--- config.mk ---
export PLATFORM = sky130hd
export DESIGN_NAME = hdpldadapt_sr_ser
export DESIGN_NICKNAME = d
export VERILOG_FILES = /design/src/rtl/hdpldadapt_sr_ser.sv
export SDC_FILE = /design/constraint.sdc
export NUM_CORES = 1
export LEC_CHECK = 0
export CAP_MARGIN = 10
export CORE_MARGIN = 2
export CORE_UTILIZATION = 26
export DETAILED_ROUTE_END_ITERATION = 16
export SLEW_MARGIN = 10
export SYNTH_ARGS = -nofsm -noshare
export SYNTH_HDL_FRONTEND = slang
export SYNTH_SLANG_ARGS = --single-unit
--- constraint.sdc ---
create_clock -name clk -period 1.95 [get_ports clk]
set_input_delay 0.39 -clock clk [delete_from_list [all_inputs] [get_ports clk]]
set_output_delay 0.39 -clock clk [all_outputs]
set_load 0.01 [all_outputs]
--- src/rtl/hdpldadapt_sr_ser.sv ---
// rtl/hdpldadapt_sr_ser.sv - serializer for the shift-register chain: parallel frame in, LSB-first serial out.
// Optional debug bus enabled by HDPLDADAPT_SR_SER_TESTBUS_EN.
module hdpldadapt_sr_ser #(
   parameter logic [6:0] NUM_OF_PCS_CHAIN            = 7'd16,
   parameter logic [6:0] NUM_OF_HIP_CHAIN            = 7'd16,
   parameter logic [6:0] NUM_OF_RESERVED_CHAIN_SSRIN = 7'd5
) (
   input  logic                                   clk,
   input  logic                                   rst_n,
   input  logic                                   sr_loadout,
   input  logic                                   r_sr_hip_en,
   input  logic                                   r_sr_parity_en,
   input  logic                                   r_sr_reserbits_in_en,
   input  logic                                   sr_err_clr,
   input  logic [NUM_OF_PCS_CHAIN-1:0]            pcs_data_in,
   input  logic [NUM_OF_HIP_CHAIN-1:0]            hip_data_in,
   input  logic [NUM_OF_RESERVED_CHAIN_SSRIN-1:0] reserved_in,
   output logic                                   sr_dataout,
   output logic                                   sr_frame_done,
   output logic                                   sr_frame_err,
   output logic [11:0]                            sr_ser_testbus
);

   // Widest frame is PCS+HIP+RESERVED; the parity slot only exists when HIP is off.
   localparam int W = int'(NUM_OF_PCS_CHAIN) + int'(NUM_OF_HIP_CHAIN) + int'(NUM_OF_RESERVED_CHAIN_SSRIN);

   logic [W-1:0] r_shift;
   logic [6:0]   r_bit_cnt;
   logic [6:0]   r_frame_len;
   logic         r_frame_active;
   logic         r_frame_done;
   logic         r_frame_err;

   logic [W-1:0] w_frame;
   logic [6:0]   w_mid_len;
   logic [6:0]   w_len;
   logic         w_trunc;
   logic         w_last;

   always_comb begin
      w_mid_len = 7'd0;
      if (r_sr_hip_en)
         w_mid_len = NUM_OF_HIP_CHAIN;
      else if (r_sr_parity_en)
         w_mid_len = 7'd1;

      w_len = NUM_OF_PCS_CHAIN + w_mid_len;
      if (r_sr_reserbits_in_en)
         w_len = w_len + NUM_OF_RESERVED_CHAIN_SSRIN;

      w_frame = W'(pcs_data_in);
      if (r_sr_hip_en)
         w_frame = w_frame | (W'(hip_data_in) << NUM_OF_PCS_CHAIN);
      else if (r_sr_parity_en)
         w_frame[NUM_OF_PCS_CHAIN] = ^pcs_data_in;
      if (r_sr_reserbits_in_en)
         w_frame = w_frame | (W'(reserved_in) << (NUM_OF_PCS_CHAIN + w_mid_len));
   end

   // A load with bit_cnt==0 is the controller's held-load idle, not a truncation.
   assign w_trunc = r_frame_active && (r_bit_cnt != 7'd0);
   assign w_last  = r_frame_active && (r_bit_cnt == r_frame_len - 7'd1);

   always_ff @(posedge clk or negedge rst_n) begin
      if (!rst_n) begin
         r_shift        <= '0;
         r_bit_cnt      <= 7'd0;
         r_frame_len    <= NUM_OF_PCS_CHAIN;
         r_frame_active <= 1'b0;
         r_frame_done   <= 1'b0;
         r_frame_err    <= 1'b0;
      end else if (sr_loadout) begin
         r_shift        <= w_frame;
         r_bit_cnt      <= 7'd0;
         r_frame_len    <= w_len;
         r_frame_active <= 1'b1;
         r_frame_done   <= 1'b0;
         if (w_trunc)
            r_frame_err <= 1'b1;
         else if (sr_err_clr)
            r_frame_err <= 1'b0;
      end else begin
         r_shift      <= r_shift >> 1;
         r_bit_cnt    <= (r_bit_cnt == 7'h7F) ? 7'h7F : r_bit_cnt + 7'd1;
         r_frame_done <= w_last;
         if (w_last)
            r_frame_active <= 1'b0;
         if (sr_err_clr)
            r_frame_err <= 1'b0;
      end
   end

   assign sr_dataout    = r_shift[0];
   assign sr_frame_done = r_frame_done;
   assign sr_frame_err  = r_frame_err;

`ifdef HDPLDADAPT_SR_SER_TESTBUS_EN
   assign sr_ser_testbus = {r_frame_active, r_frame_err, r_frame_done, r_shift[0], 1'b0, r_bit_cnt};
`else
   assign sr_ser_testbus = 12'h000;
`endif

endmodule

==> results of run 1 <==
## metrics by stage
stage / hold slack (ns) / setup WS (ns) / cell area, um2
final: 0.02635 / 0.1135 / 3242
after global routing: 0.04082 / 0.02027 / 3242
after CTS: 0.03066 / 0.05125 / 3239
after detailed placement: 0.3734 / 0.01276 / 3110
after global placement: 0.3699 / 0.07364 / 3110
after floorplan: 0.09441 / 0.1022 / 2579
## cells in the mapped netlist, drive strengths merged
cell and instances:
inv 22, or3 1, nand3b 1, ha 5, nor2 8, nand4 1, nor3b 2, a22oi 4
o21ai 16, xnor2 20, and3 1, or4b 1, nor2b 2, nor3 1, nor4b 1, clkbuf 7
mux2 21, a21o 1, o311ai 1, a21oi 12, o22ai 4, a31oi 2, dfstp 1, dfrtp 51
xor2 6, o2111ai 1, nand3 1, nand2 22, and2 1, buf 15, mux2i 2, a32oi 1
conb 1
## final timing paths
| check | start | to | slack (ns) | depth (start not counted) |
|---|---|---|---|---|
| hold reg to reg | r_shift[7] | r_shift[6] | 0.48 | 1 |
| setup reg to reg | r_frame_len[0] | r_frame_active | 0.11 | 8 |
| max in group asynchronous | rst_n | r_shift[4] | 1.38 | 2 |
| setup / recovery | r_frame_len[0] | r_frame_active | 0.11 | 8 |
| min in group clk | sr_loadout | r_shift[18] | 0.43 | 2 |
| hold / removal | rst_n | r_shift[25] | 0.03 | 1 |
## worst max-delay path, cell delays in order, from the launching register on
cell       delay (ns)
dfrtp_1          0.35
inv_1            0.06
ha_2             0.18
ha_1             0.18
xnor2_1          0.14
a21oi_1          0.16
o2111ai_2        0.13
or3_4            0.35
a21o_1           0.18
## power breakdown
part	internal [mW]	switching (mW)	total, mW
Sequential	1.17	0.0369	1.20
Clock	0.420	0.360	0.781
Combinational	0.244	0.197	0.441
Total	1.83	0.594	2.43
## metal layers
layer,global-route usage (%),vias up
met4,2.429,0
met1,13.23,805
met2,15.89,47
li1,-,850
met3,3.390,5
met5,0,-
## final cells by class
class / count / area (um2)
tap: 133 / 166.4
fill: 1015 / 6397
clock buffer: 6 / 82.58
multi-input combinational: 151 / 1054
clock inverter: 2 / 38.79
sequential: 52 / 1303
inverter: 22 / 82.58
timing repair buffer: 53 / 515.5
## sequential cells by signal (all words and copies together), names as in the netlist
name / count
sr_frame_done: 1
sr_frame_err: 1
r_shift: 37
r_frame_len: 5
r_bit_cnt: 7
r_frame_active: 1
## logic make-up after synthesis
logic type / share of synthesized area (%)
adder cells (fa/ha/maj): 2.465
other: 0.1478
AND/OR/NAND/NOR: 8.334
flip-flops: 51.33
AO/OA/AOI/OAI: 9.763
buffers and inverters: 8.876
XOR/XNOR: 8.974
multiplexers: 10.11
## repair_timing
action / in CTS / in global routing
pin swaps: 0 / 1
hold buffers: 0 / 0
gates resized for setup: 0 / 1
buffers inserted: 1 / 0
endpoints found under the setup margin: 1 / 1
==> flow_metrics.py, run 1 <==
metrics = {
    "outcome": {
        "status": "complete, no violations",
    },
    "sta": {
        "period_needed_ns": 1.837,
        "tns_ns": 0,
        "max_freq_mhz": 544.5,
        "finalHoldViolCount": 0,
        "fin_skew_ns": 0.004617,
        "period_share_pct": 94.18,
        "finalSetupViolCount": 0,
        "rsz0062_at_grt": "false",
        "drv_slew": 0,
    },
    "yosys": {
        "synth_area_mm2": 0.002537,
        "synth_area_leaders": "dfrtp_1 (50%), mux2_2 (9.3%), xnor2_1 (6.9%)",
        "avgSynthCellArea_um2": 10.75,
        "ys_seq_area_share_pct": 51.33,
        "yosysUniqueCellTypes": 36,
        "netlist.area_leader.share_pct": 50.30,
        "ys_ff_latch": 52,
        "yosys_warnings": 0,
        "synth_largest_area_cell": "dfrtp_1",
        "netlist_instances": 236,
    },
    "clock_network": {
        "cts.sinks": 52,
        "htreeDepth": 2,
        "clk_pin_slew_ns": 0.09,
        "cts_tree": "done",
        "clk_latency_ns": 0.30,
        "cts-root-buf": "clkbuf_8",
        "cts_buffer_depth": 2,
        "cts_made_buffers": 5,
    },
    "routing": {
        "final_antenna_net_count": 0,
        "wirelength_met1_um": 2317,
        "wire_per_inst_um": 11.74,
        "remaining_drc_errors": 0,
        "wl_met3_um": 333,
        "wl_um": 4920,
        "vias_per_cell": 4.074,
        "highest_layer": "met4",
        "vias": 1707,
        "dr.pass1.iters": 4,
        "drtIter0Drc": 51,
        "wl_met2_um": 2236,
    },
    "power": {
        "power.density_mw_per_mm2": 748.3,
        "p_leak_nw": 1.363,
        "ir_drop_mv": 0.2902,
        "power.total_mw": 2.426,
    },
    "grt": {
        "grt_pass1_vias": 1702,
        "grt_pass1_wl_um": 8183,
        "gr-usage-all-layers_pct": 10.01,
        "grt.overflow.total": 0,
        "grt_start_max_net_pins": 34,
        "antenna_found_initial": 0,
    },
    "final_layout": {
        "finish.utilization_pct": 33.63,
        "num_antenna_cells": 0,
        "mostFrequentLayoutCell": "dfrtp_1",
        "final_cell_mix": "dfrtp_1 (51), clkdlybuf4s50_1 (44), inv_1 (22), nand2_1 (22), mux2_2 (21)",
        "instances_no_fill": 419,
        "fin_nets": 334,
        "drive_gt1_share_pct": 15.03,
        "area_growth_pct": 27.76,
    },
    "placement": {
        "detailed_place_hpwl_um": 3645,
        "io_buffer_count": 46,
        "place_inst": 410,
        "place_congestion": 0.7742,
    },
    "floorplanning": {
        "ios": 59,
        "coreArea_mm2": 0.009639,
        "rows": 36,
        "die_area_mm2": 0.01057,
        "die_w_um": 102.8,
        "fp.dieH_um": 102.8,
        "start_util_pct": 26.32,
    },
    "critical_path": {
        "arrival_ns": 2.04,
        "startpoint_type": "flop",
        "critPathCaptureType": "flop",
        "critical_path_class": "reg -> reg",
        "path_max_fanout": 2,
        "required_ns": 2.15,
    },
    "hold_path": {
        "hold_path_class": "in -> async",
    },
    "run": {
        "maxCapViolCount": 0,
    },
}
(Power assumes the default switching activity.)
==> run 2, diff against run 1 <==
--- a/config.mk
+++ b/config.mk
@@ -8,6 +8,7 @@
 export CAP_MARGIN = 10
 export CORE_MARGIN = 2
 export CORE_UTILIZATION = 26
+export CTS_CLUSTER_DIAMETER = 150
 export DETAILED_ROUTE_END_ITERATION = 16
 export SLEW_MARGIN = 10
 export SYNTH_ARGS = -nofsm -noshare
==> results of run 2 <==
No change in the layout: final DEF, timing and power equal those of run 1.
==> variant 1, RTL diff (settings of run 2) <==
Register the input `pcs_data_in` before use. The logic sees it one clock later. The other inputs are not delayed to match.
--- a/src/rtl/hdpldadapt_sr_ser.sv
+++ b/src/rtl/hdpldadapt_sr_ser.sv
@@ -25,4 +25,10 @@
    localparam int W = int'(NUM_OF_PCS_CHAIN) + int'(NUM_OF_HIP_CHAIN) + int'(NUM_OF_RESERVED_CHAIN_SSRIN);
 
+   logic [NUM_OF_PCS_CHAIN-1:0] pcs_data_q;
+
+   always_ff @(posedge clk) begin
+      pcs_data_q <= pcs_data_in;
+   end
+
    logic [W-1:0] r_shift;
    logic [6:0]   r_bit_cnt;
@@ -49,9 +55,9 @@
          w_len = w_len + NUM_OF_RESERVED_CHAIN_SSRIN;
 
-      w_frame = W'(pcs_data_in);
+      w_frame = W'(pcs_data_q);
       if (r_sr_hip_en)
          w_frame = w_frame | (W'(hip_data_in) << NUM_OF_PCS_CHAIN);
       else if (r_sr_parity_en)
-         w_frame[NUM_OF_PCS_CHAIN] = ^pcs_data_in;
+         w_frame[NUM_OF_PCS_CHAIN] = ^pcs_data_q;
       if (r_sr_reserbits_in_en)
          w_frame = w_frame | (W'(reserved_in) << (NUM_OF_PCS_CHAIN + w_mid_len));
Formal check against the unedited RTL: not equivalent (a bounded check fails within 4 cycles, from zero or initial values and one cycle with rst_n low).
==> variant 1 against run 2 <==
Synthesized cell count increased by 6.4%. Via count is 8.7% higher. Sequential cell count up 16. Worst setup slack improved by 0.12 ns. Utilization increased by 0.50 points. Final cell count increased by 7.4%. Combinational power up 2%. Fmax is 6.9% higher. Area after synthesis increased by 14%. Sequential share of layout area is 3.7 points higher. Total power increased by 32%. Routed wire length rose by 6.7%. Final area grew 14%. Highest routed layer unchanged.
==> variant 1: results (changes against run 2) <==
| Metric | Value |
|---|---|
| Compound-Gate Fraction of Synth Area | `8.45% (-1.3 points)` |
| Worst Path Max Fanout | `3 (+1)` |
| Routed length on met3 | `317 um (-4.8%)` |
| DP HPWL | `3810 um (+4.5%)` |
| Mux cell area share after synthesis | `8.88% (-1.2 points)` |
| Grt met3 use | `2.67% (-0.72 points)` |
| GRT Total Usage | `9.48% (-0.52 points)` |
| H-tree levels | `3 (+1)` |
| FF-to-FF path depth | `7 (-1)` |
| First-pass GRT wire length | `8670 um (+6.0%)` |
| Vias/cell | `4.12 (+1.2%)` |
| Total CTS buffers | `9 (+4)` |
| Leakage | `1.55 nW (+14%)` |
| Clk_skew | `0.00767 ns (+0.00305 ns)` |
| Peak VDD IR | `288 uV (-0.70%)` |
| Worst path arrival time | `1.95 ns (-0.09 ns)` |
| Inst Count DP | `434 (+5.9%)` |
| Skew-Pair Late Insertion Delay | `0.34 ns (+0.04 ns)` |
| CTS resizes | `0 (unchanged)` |
| Library cells used by synthesis | `38 (+5.6%)` |
| Cells after Synth | `251 (+6.4%)` |
| Dpl ws | `0.211 ns (+0.198 ns)` |
| Post-synth ARST share | `76.5% (-24 points)` |
| Layout Nets | `354 (+6.0%)` |
| Top cells by count, synth | `dfrtp_1, inv_1, mux2_2` |
| Met1 Usage GRT | `12.3% (-0.92 points)` |
| Outcome | `finished clean` |
| Layout cell share with drive strength beyond 1 | `17.1% (+2.1 points)` |
| Largest regs | `r_shift: 37 flops, pcs_data_q: 16 flops, r_bit_cnt: 7 flops` |
| Final Wtd Congestion | `0.824 (+6.4%)` |
| Vias | `1856 (+8.7%)` |
| Seq/Total Area, Yosys | `56.2% (+4.9 points)` |
| Adder-Cell Fraction of Synth Area | `2.17% (-0.30 points)` |
==> variant 1: changes by cell type after synthesis, moves of 2 or more <==
cell / delta
o21ai_1: +3
clkbuf_1: -2
nand3_1: +2
dfxtp_1: +16
o21ai_0: -3
nand2_1: -2
clkbuf_8: +2
and3_1: +2
inv_1: +2
xor2_1: -2
buf_6: -2
==> variant 1: worst paths after layout <==
kind	to	slack [ns]
min in group clk	r_shift[21]$_DFF_PN0_	0.45
max in group asynchronous	r_shift[13]$_DFF_PN0_	1.39
min	r_bit_cnt[0]$_DFF_PN0_	0.03
min reg2reg	r_shift[13]$_DFF_PN0_	0.48
max	r_frame_active$_DFFE_PN0P_	0.23
max reg2reg	r_frame_active$_DFFE_PN0P_	0.23
==> variant 1: power breakdown <==
part	internal, mW	leakage (nW)	switching, mW	total [mW]
combinational	0.250	0.679	0.201	0.452
clock	0.660	0.0938	0.538	1.20
sequential	1.51	0.782	0.0499	1.56
==> variant 1: cells by family (layout without fill, tap and decap cells) <==
group                      count (synthesis)  count (layout)
DFF                                       68              68
buffers and inverters                     45              93
and+or+nand+nor                           43              43
AOI/OAI and AO/OA                         41              41
xor gates and xnor gates                  25              25
muxes                                     23              23
adders and majority gates                  5               5
other                                      1              12
==> variant 1: area by class of cell <==
class | instances | area [sq um] | share of cell area, %
clock inverters | 5 | 60.1 | 1.62
inverters | 24 | 90.1 | 2.43
clock buffers | 11 | 151 | 4.09
repair buffers | 53 | 528 | 14.3
well taps | 140 | 175 | 4.73
multi-input cells | 149 | 1070 | 29.0
flip-flops and latches | 68 | 1620 | 43.9
==> variant 1: worst max-delay path, cell delays in order, from the launching register on <==
cell	delay, ns
dfrtp_1	0.38
inv_1	0.07
ha_1	0.21
ha_1	0.29
xnor2_1	0.16
nor3_4	0.21
nand4b_4	0.12
a21o_1	0.19
==> variant 2, RTL diff (config.mk and constraints of run 2) <==
Made on the original files. Change the parameter `NUM_OF_PCS_CHAIN` from 7'd16 to 7'd15.
--- a/src/rtl/hdpldadapt_sr_ser.sv
+++ b/src/rtl/hdpldadapt_sr_ser.sv
@@ -2,5 +2,5 @@
 // Optional debug bus enabled by HDPLDADAPT_SR_SER_TESTBUS_EN.
 module hdpldadapt_sr_ser #(
-   parameter logic [6:0] NUM_OF_PCS_CHAIN            = 7'd16,
+   parameter logic [6:0] NUM_OF_PCS_CHAIN            = 7'd15,
    parameter logic [6:0] NUM_OF_HIP_CHAIN            = 7'd16,
    parameter logic [6:0] NUM_OF_RESERVED_CHAIN_SSRIN = 7'd5
Interface: changed (resized pcs_data_in); port bits go from 59 to 58. No check against the original RTL was run, so the function may have changed too.
==> variant 2 against run 2 <==
The run now ends with negative setup slack left. Area after synthesis grew 1.3%. Clock skew rose by 0.0038 ns. Clock power fell by 18%. Sequential share of layout area down 0.80 points. Total power down 4.8%. Routed wire length is 1.3% lower. Sequential cell count did not move. Final area increased by 2.2%. Non-clock buffer count up 6. Count of clock-buffer cells in the layout up 1. Combinational power increased by 5.4%. Worst setup slack worse by 0.14 ns. Critical endpoint unchanged. Largest cell class unchanged. Highest routed layer unchanged.
==> variant 2: results (changes against run 2) <==
| Metric | Value |
|---|---|
| DR iter-0 viols | `37 (-27%)` |
| Vias/cell | `4.14 (+1.7%)` |
| Vias in the first global route | `1843 (+8.3%)` |
| Met1 Usage GRT | `12.7% (-0.56 points)` |
| Buffers added on ports | `45 (-2.2%)` |
| Placed cell areas | `3190 sq um (+2.5%)` |
| Largest regs | `r_shift: 36 flops, r_bit_cnt: 7 flops, r_frame_len: 6 flops` |
| Layout Nets | `344 (+3.0%)` |
| Clock power share | `27.9% (-4.3 points)` |
| GRT Total Usage | `9.82% (-0.19 points)` |
| Violated checks | `negative setup slack` |
| Pint | `1.72 mW (-6.0%)` |
| WL/cell | `11.3 um (-4.0%)` |
| Met2 WL post-DR | `2210 um (-1.1%)` |
| Outcome | `finished with violations` |
| Top cells by area, synth | `dfrtp_1, mux2_2, xnor2_1, buf_4, inv_1` |
| FF-to-FF path depth | `7 (-1)` |
| Top cells by count, synth | `dfrtp_1, inv_1, mux2_2, nand2_1` |
| Dpl ws | `-0.261 ns (-0.274 ns)` |
| Endpoints failing setup | `2 (+2)` |
| CP max-delay cell | `dfstp_2` |
| Hold Slack | `0.0502 ns (+0.0239 ns)` |
| Leakage | `1.42 nW (+4.1%)` |
| Fin Setup TNS | `-0.0295 ns (-0.0295 ns)` |
| Routed length on met3 | `228 um (-32%)` |
| Setup ws final | `-0.0272 ns (-0.141 ns)` |
==> variant 2: cell count changes in the layout (fill, tap and decap cells not counted), moves of 3 or more <==
| cell | before | now |
|---|---|---|
| buf_4 | 6 | 13 |
| nand3_1 | 1 | 4 |
| xnor3_1 | 0 | 3 |
| o21ai_0 | 16 | 13 |
| nor2_1 | 8 | 15 |
| nand2_1 | 22 | 19 |
| xnor2_1 | 20 | 15 |
==> variant 2: cells by family after synthesis <==
kind of cell | count (synthesis) | share of synthesized area, %
other cells | 1 | 0.146
buf+inv | 46 | 8.47
mux | 19 | 8.33
flops | 52 | 50.8
xor+xnor | 23 | 9.44
simple gates | 53 | 11.0
fa+ha+maj | 4 | 1.95
compound gates | 44 | 9.93
==> variant 2: layout make-up <==
type | instances | area (sq um)
Fill cell | 986 | 6370
Sequential cell | 52 | 1310
Multi-Input combinational cell | 155 | 1100
Timing Repair Buffer | 59 | 558
Tap cell | 133 | 166
Inverter | 24 | 90.1
Clock buffer | 7 | 86.3
Clock inverter | 1 | 7.51
